<file path="src/rtl/serializador_suma_pkg.sv">
// serializador_pkg: shared constants for the sum-word serializer.
//   - FSM state encoding (3-bit) and the enum built on it
//   - serial line levels
//   - default sum-word width (matches the 4-bit adder output)
package serializador_pkg;

  localparam int DEFAULT_DATA_W = 4;

  localparam logic [2:0] ST_IDLE   = 3'd0;
  localparam logic [2:0] ST_START  = 3'd1;
  localparam logic [2:0] ST_DATA   = 3'd2;
  localparam logic [2:0] ST_PARITY = 3'd3;
  localparam logic [2:0] ST_STOP   = 3'd4;

  localparam logic LINE_IDLE = 1'b1;
  localparam logic START_BIT = 1'b0;

  typedef enum logic [2:0] {
    S_IDLE   = ST_IDLE,
    S_START  = ST_START,
    S_DATA   = ST_DATA,
    S_PARITY = ST_PARITY,
    S_STOP   = ST_STOP
  } state_t;

endpackage

</file>
<file path="src/rtl/serializador_suma_generador_tick.sv">
// generador_tick: bit-timing down-counter for the serializer.
//   clk       system clock
//   rst       synchronous active-low reset
//   restart   hold the counter at its reload value (FSM idle)
//   tick      final cycle of the current serial bit
//   tick_next next cycle will be the final cycle of the current bit
// The counter reloads itself on every terminal count, so consecutive bits
// (and back-to-back frames) are timed without an explicit restart.
module generador_tick
  import serializador_pkg::*;
#(
  parameter int BIT_CYCLES = 1
) (
  input  logic clk,
  input  logic rst,
  input  logic restart,
  output logic tick,
  output logic tick_next
);

  localparam int CW = $clog2(BIT_CYCLES) + 1;
  localparam logic [CW-1:0] RELOAD = CW'(BIT_CYCLES - 1);

  logic [CW-1:0] cnt;

  always_ff @(posedge clk) begin
    if (!rst)
      cnt <= '0;
    else if (restart || cnt == '0)
      cnt <= RELOAD;
    else
      cnt <= cnt - CW'(1);
  end

  assign tick      = (cnt == '0);
  // Never true for BIT_CYCLES=1: the counter then sits at zero.
  assign tick_next = (cnt == CW'(1));

endmodule

</file>
<file path="src/rtl/serializador_suma.sv">
// serializador_suma: frames each adder sum word onto one serial line
// (start bit, data LSB first, optional even parity, stop bit).
//   clk        system clock
//   rst        synchronous active-low reset
//   enb, c     sum-valid strobe and sum word from the adder
//   ready      holding register empty (combinational)
//   sout       registered serial line, idles high
//   busy       registered, high from start bit through last stop cycle
//   frame_done registered pulse in the last cycle of the stop bit
//   overrun    sticky: a word arrived while the holding register was full
//
// state  | meaning
// IDLE   | line high, waiting for a word in the holding register
// START  | sending the start bit
// DATA   | sending data bits, LSB first
// PARITY | sending even parity of the data word
// STOP   | sending the stop bit; reloads directly if another word waits
module serializador_suma
  import serializador_pkg::*;
#(
  parameter int DATA_W     = DEFAULT_DATA_W,
  parameter int BIT_CYCLES = 1,
  parameter int PARITY_EN  = 1
) (
  input  logic              clk,
  input  logic              rst,
  input  logic              enb,
  input  logic [DATA_W-1:0] c,
  output logic              ready,
  output logic              sout,
  output logic              busy,
  output logic              frame_done,
  output logic              overrun
);

  localparam int BW = $clog2(DATA_W + 1);
  localparam logic [BW-1:0] LAST_BIT = BW'(DATA_W - 1);
  // With single-cycle bits the stop bit's only cycle is also its last.
  localparam logic DONE_ON_ENTRY = (BIT_CYCLES == 1);

  state_t            state;
  logic [DATA_W-1:0] hold;
  logic [DATA_W-1:0] shift;
  logic [DATA_W-1:0] shift_nxt;
  logic              hold_valid;
  logic              par;
  logic [BW-1:0]     bit_cnt;
  logic              tick;
  logic              tick_next;
  logic              restart;

  assign ready     = !hold_valid;
  assign restart   = (state == S_IDLE);
  assign shift_nxt = shift >> 1;

  generador_tick #(.BIT_CYCLES(BIT_CYCLES)) u_tick (
    .clk       (clk),
    .rst       (rst),
    .restart   (restart),
    .tick      (tick),
    .tick_next (tick_next)
  );

  always_ff @(posedge clk) begin
    if (!rst) begin
      state      <= S_IDLE;
      sout       <= LINE_IDLE;
      busy       <= 1'b0;
      frame_done <= 1'b0;
      overrun    <= 1'b0;
      hold_valid <= 1'b0;
      hold       <= '0;
      shift      <= '0;
      par        <= 1'b0;
      bit_cnt    <= '0;
    end else begin
      frame_done <= 1'b0;

      // Capture/drop decided on the pre-edge hold_valid; a load at this
      // same edge only clears hold_valid, so the two never collide.
      if (enb) begin
        if (!hold_valid) begin
          hold       <= c;
          hold_valid <= 1'b1;
        end else begin
          overrun <= 1'b1;
        end
      end

      case (state)
        S_IDLE: begin
          if (hold_valid) begin
            shift      <= hold;
            par        <= ^hold;
            hold_valid <= 1'b0;
            sout       <= START_BIT;
            busy       <= 1'b1;
            state      <= S_START;
          end
        end
        S_START: begin
          if (tick) begin
            sout    <= shift[0];
            bit_cnt <= LAST_BIT;
            state   <= S_DATA;
          end
        end
        S_DATA: begin
          if (tick) begin
            if (bit_cnt == '0) begin
              if (PARITY_EN != 0) begin
                sout  <= par;
                state <= S_PARITY;
              end else begin
                sout       <= LINE_IDLE;
                frame_done <= DONE_ON_ENTRY;
                state      <= S_STOP;
              end
            end else begin
              shift   <= shift_nxt;
              sout    <= shift_nxt[0];
              bit_cnt <= bit_cnt - BW'(1);
            end
          end
        end
        S_PARITY: begin
          if (tick) begin
            sout       <= LINE_IDLE;
            frame_done <= DONE_ON_ENTRY;
            state      <= S_STOP;
          end
        end
        S_STOP: begin
          if (tick) begin
            if (hold_valid) begin
              shift      <= hold;
              par        <= ^hold;
              hold_valid <= 1'b0;
              sout       <= START_BIT;
              state      <= S_START;
            end else begin
              sout  <= LINE_IDLE;
              busy  <= 1'b0;
              state <= S_IDLE;
            end
          end else if (tick_next) begin
            frame_done <= 1'b1;
          end
        end
        default: state <= S_IDLE;
      endcase
    end
  end

endmodule

</file>
<file path="config.mk">
export PLATFORM = sky130hd
export DESIGN_NAME = serializador_suma
export DESIGN_NICKNAME = d
export VERILOG_FILES = /design/src/rtl/serializador_suma_pkg.sv /design/src/rtl/serializador_suma_generador_tick.sv /design/src/rtl/serializador_suma.sv
export SDC_FILE = /design/constraint.sdc
export NUM_CORES = 1
export LEC_CHECK = 0
export CELL_PAD_IN_SITES_DETAIL_PLACEMENT = 0
export CELL_PAD_IN_SITES_GLOBAL_PLACEMENT = 1
export CORE_ASPECT_RATIO = 1.5
export CORE_UTILIZATION = 25
export CTS_BUF_LIST = sky130_fd_sc_hd__clkbuf_8
export DETAILED_ROUTE_END_ITERATION = 12
export PLACE_DENSITY_LB_ADDON = 0.1
export RECOVER_POWER = 50
export SLEW_MARGIN = 20
export SYNTH_ARGS = -nofsm -noshare
export SYNTH_HDL_FRONTEND = slang
export SYNTH_SLANG_ARGS = --single-unit
</file>
<file path="constraint.sdc">
create_clock -name clk -period 1.8 [get_ports clk]
set_input_delay 0.54 -clock clk [delete_from_list [all_inputs] [get_ports clk]]
set_output_delay 0.54 -clock clk [all_outputs]
set_load 0.1 [all_outputs]
</file>
==> results_dict.tcl <==
set metrics [dict create \
    tightest_slew_ns 0.543 \
    htreeDepth 1 \
    holdCritStartpoint "overrun$_SDFFE_PN0P_" \
    power_density_nw_per_um2 929 \
    clock_path_buffers 2 \
    reg2reg_depth 6 \
    fin_area_sq_um 1250 \
    wire_per_inst_um 13.4 \
    numPortBuffers 11 \
    start_util_pct 26.3 \
    drt-total-wl_um 2350 \
    vias_per_cell 4.94 \
    synth_area_sq_um 1050 \
    wl_met2_um 1300 \
    num_vias 864 \
    die_h_um 81.5 \
    finalSetupViolCount 0 \
    syn_avg_cell_area_sq_um 8.99 \
    ctsHoldBuffers 0 \
    die_x_um 55.0 \
    critPathRequiredTime_ns 1.26 \
    synth.yosys.seq_area_share_pct 40.0 \
    tns_ns 0 \
    post_cts_resize_count 0 \
    path_cells "clkbuf_2" \
    syn_nets 126 \
    antenna_found_initial 0 \
    fill_cells 456 \
    area_delta_synth_final_pct 18.5 \
    hold_violations 0 \
    synth-edff-count 0 \
    grt_pass1_wl_um 4000 \
    grt_setup_unrepaired "no" \
    dpl_cell_area_sq_um 1270 \
    ios 12 \
    drive_gt1_share_pct 13.8 \
    remaining_drc_errors 0 \
    ant_nets 0 \
    critPathBufInv 1 \
    cp_slowest_cell "clkbuf_2" \
    cts_buffers 3 \
    worst_path_largest_cell_delay_ns 0.47 \
    nets 140 \
    hold-path-cell-count 2 \
    insertion_delay_ns 0.25 \
    track_usage_pct 12.7 \
    synth.distinct_cells 39 \
    path_max_fanout 3 \
    synth_warnings 0 \
    met3_length_um 31 \
    min_to "overrun$_SDFFE_PN0P_" \
    netlist_instances 117 \
    async_reset_ff_share_pct 0 \
    power_mw 1.16 \
    die_area_sq_um 4480 \
    gp_congestion 0.718 \
    holdCritPathClass "reg -> reg" \
    grt_overflow 0 \
    cts_tree "yes" \
    max_freq_mhz 618 \
    period_minus_slack_ns 1.62 \
    coreArea_sq_um 3990 \
    synthFlopType "dfxtp_1" \
    path_class "reg -> out" \
    timing.rr.end "sout$_SDFFE_PN1P_" \
    dr.max_layer_used "met4" \
    regToRegSetupSlack_ns 0.18 \
    drv_cap 0 \
    cp-start-kind "flop" \
    clk_pin_slew_ns 0.07 \
    end_kind "output port" \
    finClkSkew_ns 0.00333 \
    slew_viol_final 0 \
    r2r-start "bit_cnt[0]$_SDFFE_PN0P_" \
    diodes 0 \
    postCtsSetupRepairBufs 0 \
    row_count 28 \
    slew_headroom_pct 64.0 \
    hpwl_um 1820 \
    drt_pass1_iterations 4 \
    cts-root-buf "clkbuf_8" \
    layout_worst_path_cycle_share_pct 89.8 \
    cts.sinks 21 \
    crit_family "buffers and inverters" \
    outcome "finished clean" \
    worstPathArrival_ns 1.08 \
    yosys_register_bits 21 \
    grt_max_degree 16 \
    drt-met1-wl_um 989 \
    p_leak_nw 0.493 \
    first_iter_violations 10 \
    peakVddDrop_v 0.000345 \
    grt_pass1_vias 842 \
]
state kept, by name, indices dropped and copies added (netlist names):
register and flops:
bit_cnt 3, hold 4, hold_valid 1, frame_done 1, overrun 1, busy 1, sout 1, par 1
state 3, shift 4, u_tick.tick_next 1
worst max path at each step:
stage                     cells after the start  slack [ns]              endpoint               startpoint
after floorplan                               2        0.17                 ready    hold_valid$_SDFF_PN0_
after global placement                        5        0.06  hold[1]$_SDFFE_PN0P_                      enb
after detailed placement                      5        0.06  hold[1]$_SDFFE_PN0P_                      enb
after CTS                                     2         0.1                 ready    hold_valid$_SDFF_PN0_
after global routing                          6        0.06     sout$_SDFFE_PN1P_  bit_cnt[0]$_SDFFE_PN0P_
final                                         1        0.18                  busy        busy$_SDFFE_PN0P_
worst reg2reg max path, stage by stage (launching register included):
cell	delay (ns)
dfxtp_1	0.32
inv_1	0.08
ha_1	0.16
nor2b_1	0.21
mux2_2	0.36
a221oi_1	0.24
o311ai_1	0.13
cell families (layout without fill, tap and decap cells):
kind of cell             after synthesis  count (layout)  synth area share (%)
AND/OR/NAND/NOR                       34              34                  17.4
AO/OA/AOI/OAI                         32              32                  20.9
flip-flops                            21              21                  40.0
buffers and inverters                 13              26                  6.18
multiplexers                           9               9                  8.68
XOR/XNOR                               5               5                  4.16
adder cells (fa/ha/maj)                2               2                  2.38
other                                  1               1                 0.356
stage by stage:
| stage | std cells | hold WS [ns] | util, % | worst slack, ns |
|---|---|---|---|---|
| floorplan | 117 | 0.449 | - | 0.171 |
| global placement | 171 | 0.479 | 31.7 | 0.0604 |
| detailed placement | 171 | 0.487 | 31.7 | 0.0554 |
| CTS | 175 | 0.502 | 32.9 | 0.0991 |
| global route | 175 | 0.523 | 31.2 | 0.0591 |
| finish | 175 | 0.476 | 31.2 | 0.183 |
layout by cell type, fill, tap and decap left out, types with 4 or more instances in the layout:
cell	count
o21ai_0	4
nor3_1	5
a21oi_1	11
a311oi_1	5
xnor2_1	4
mux2i_1	8
buf_4	5
dfxtp_1	20
nor2_1	12
clkbuf_2	4
nor2b_1	6
clkdlybuf4s50_1	5
inv_1	6
layout make-up:
| cell class | count | area, sq um | area share, % |
|---|---|---|---|
| clock buffers | 3 | 41.3 | 3.31 |
| well taps | 45 | 56.3 | 4.51 |
| inverters | 5 | 18.8 | 1.50 |
| multi-input cells | 83 | 564 | 45.2 |
| flip-flops and latches | 21 | 422 | 33.8 |
| clock inverters | 1 | 3.75 | 0.301 |
| repair buffers | 17 | 141 | 11.3 |
power by group:
part | total, mW | switching [mW] | internal, mW
logic | 0.315 | 0.191 | 0.124
registers | 0.548 | 0.0419 | 0.506
clock network | 0.296 | 0.144 | 0.152
synthesized netlist by cell type (2+ instances only):
library cell | instances | area share (%)
a21oi_1 | 11 | 5.2
nor3_1 | 5 | 2.4
a311oi_1 | 5 | 4.2
nor2b_1 | 6 | 3.6
inv_1 | 5 | 1.8
clkbuf_1 | 3 | 1.1
and3_1 | 2 | 1.2
xnor2_1 | 4 | 3.3
o21ai_0 | 4 | 1.9
buf_4 | 2 | 1.4
mux2i_1 | 8 | 7.6
nand2_1 | 3 | 1.1
ha_1 | 2 | 2.4
dfxtp_1 | 21 | 40
nor2_1 | 11 | 3.9
o41ai_1 | 2 | 1.7
routing by layer:
| metal | global-route usage (%) | vias to the layer above |
|---|---|---|
| met2 | 22.0 | 8 |
| met1 | 14.6 | 414 |
| met5 | 0 | - |
| met4 | 6.00 | 0 |
| met3 | 1.67 | 2 |
| li1 | - | 440 |
No activity file was read; power rests on OpenSTA's default activity.
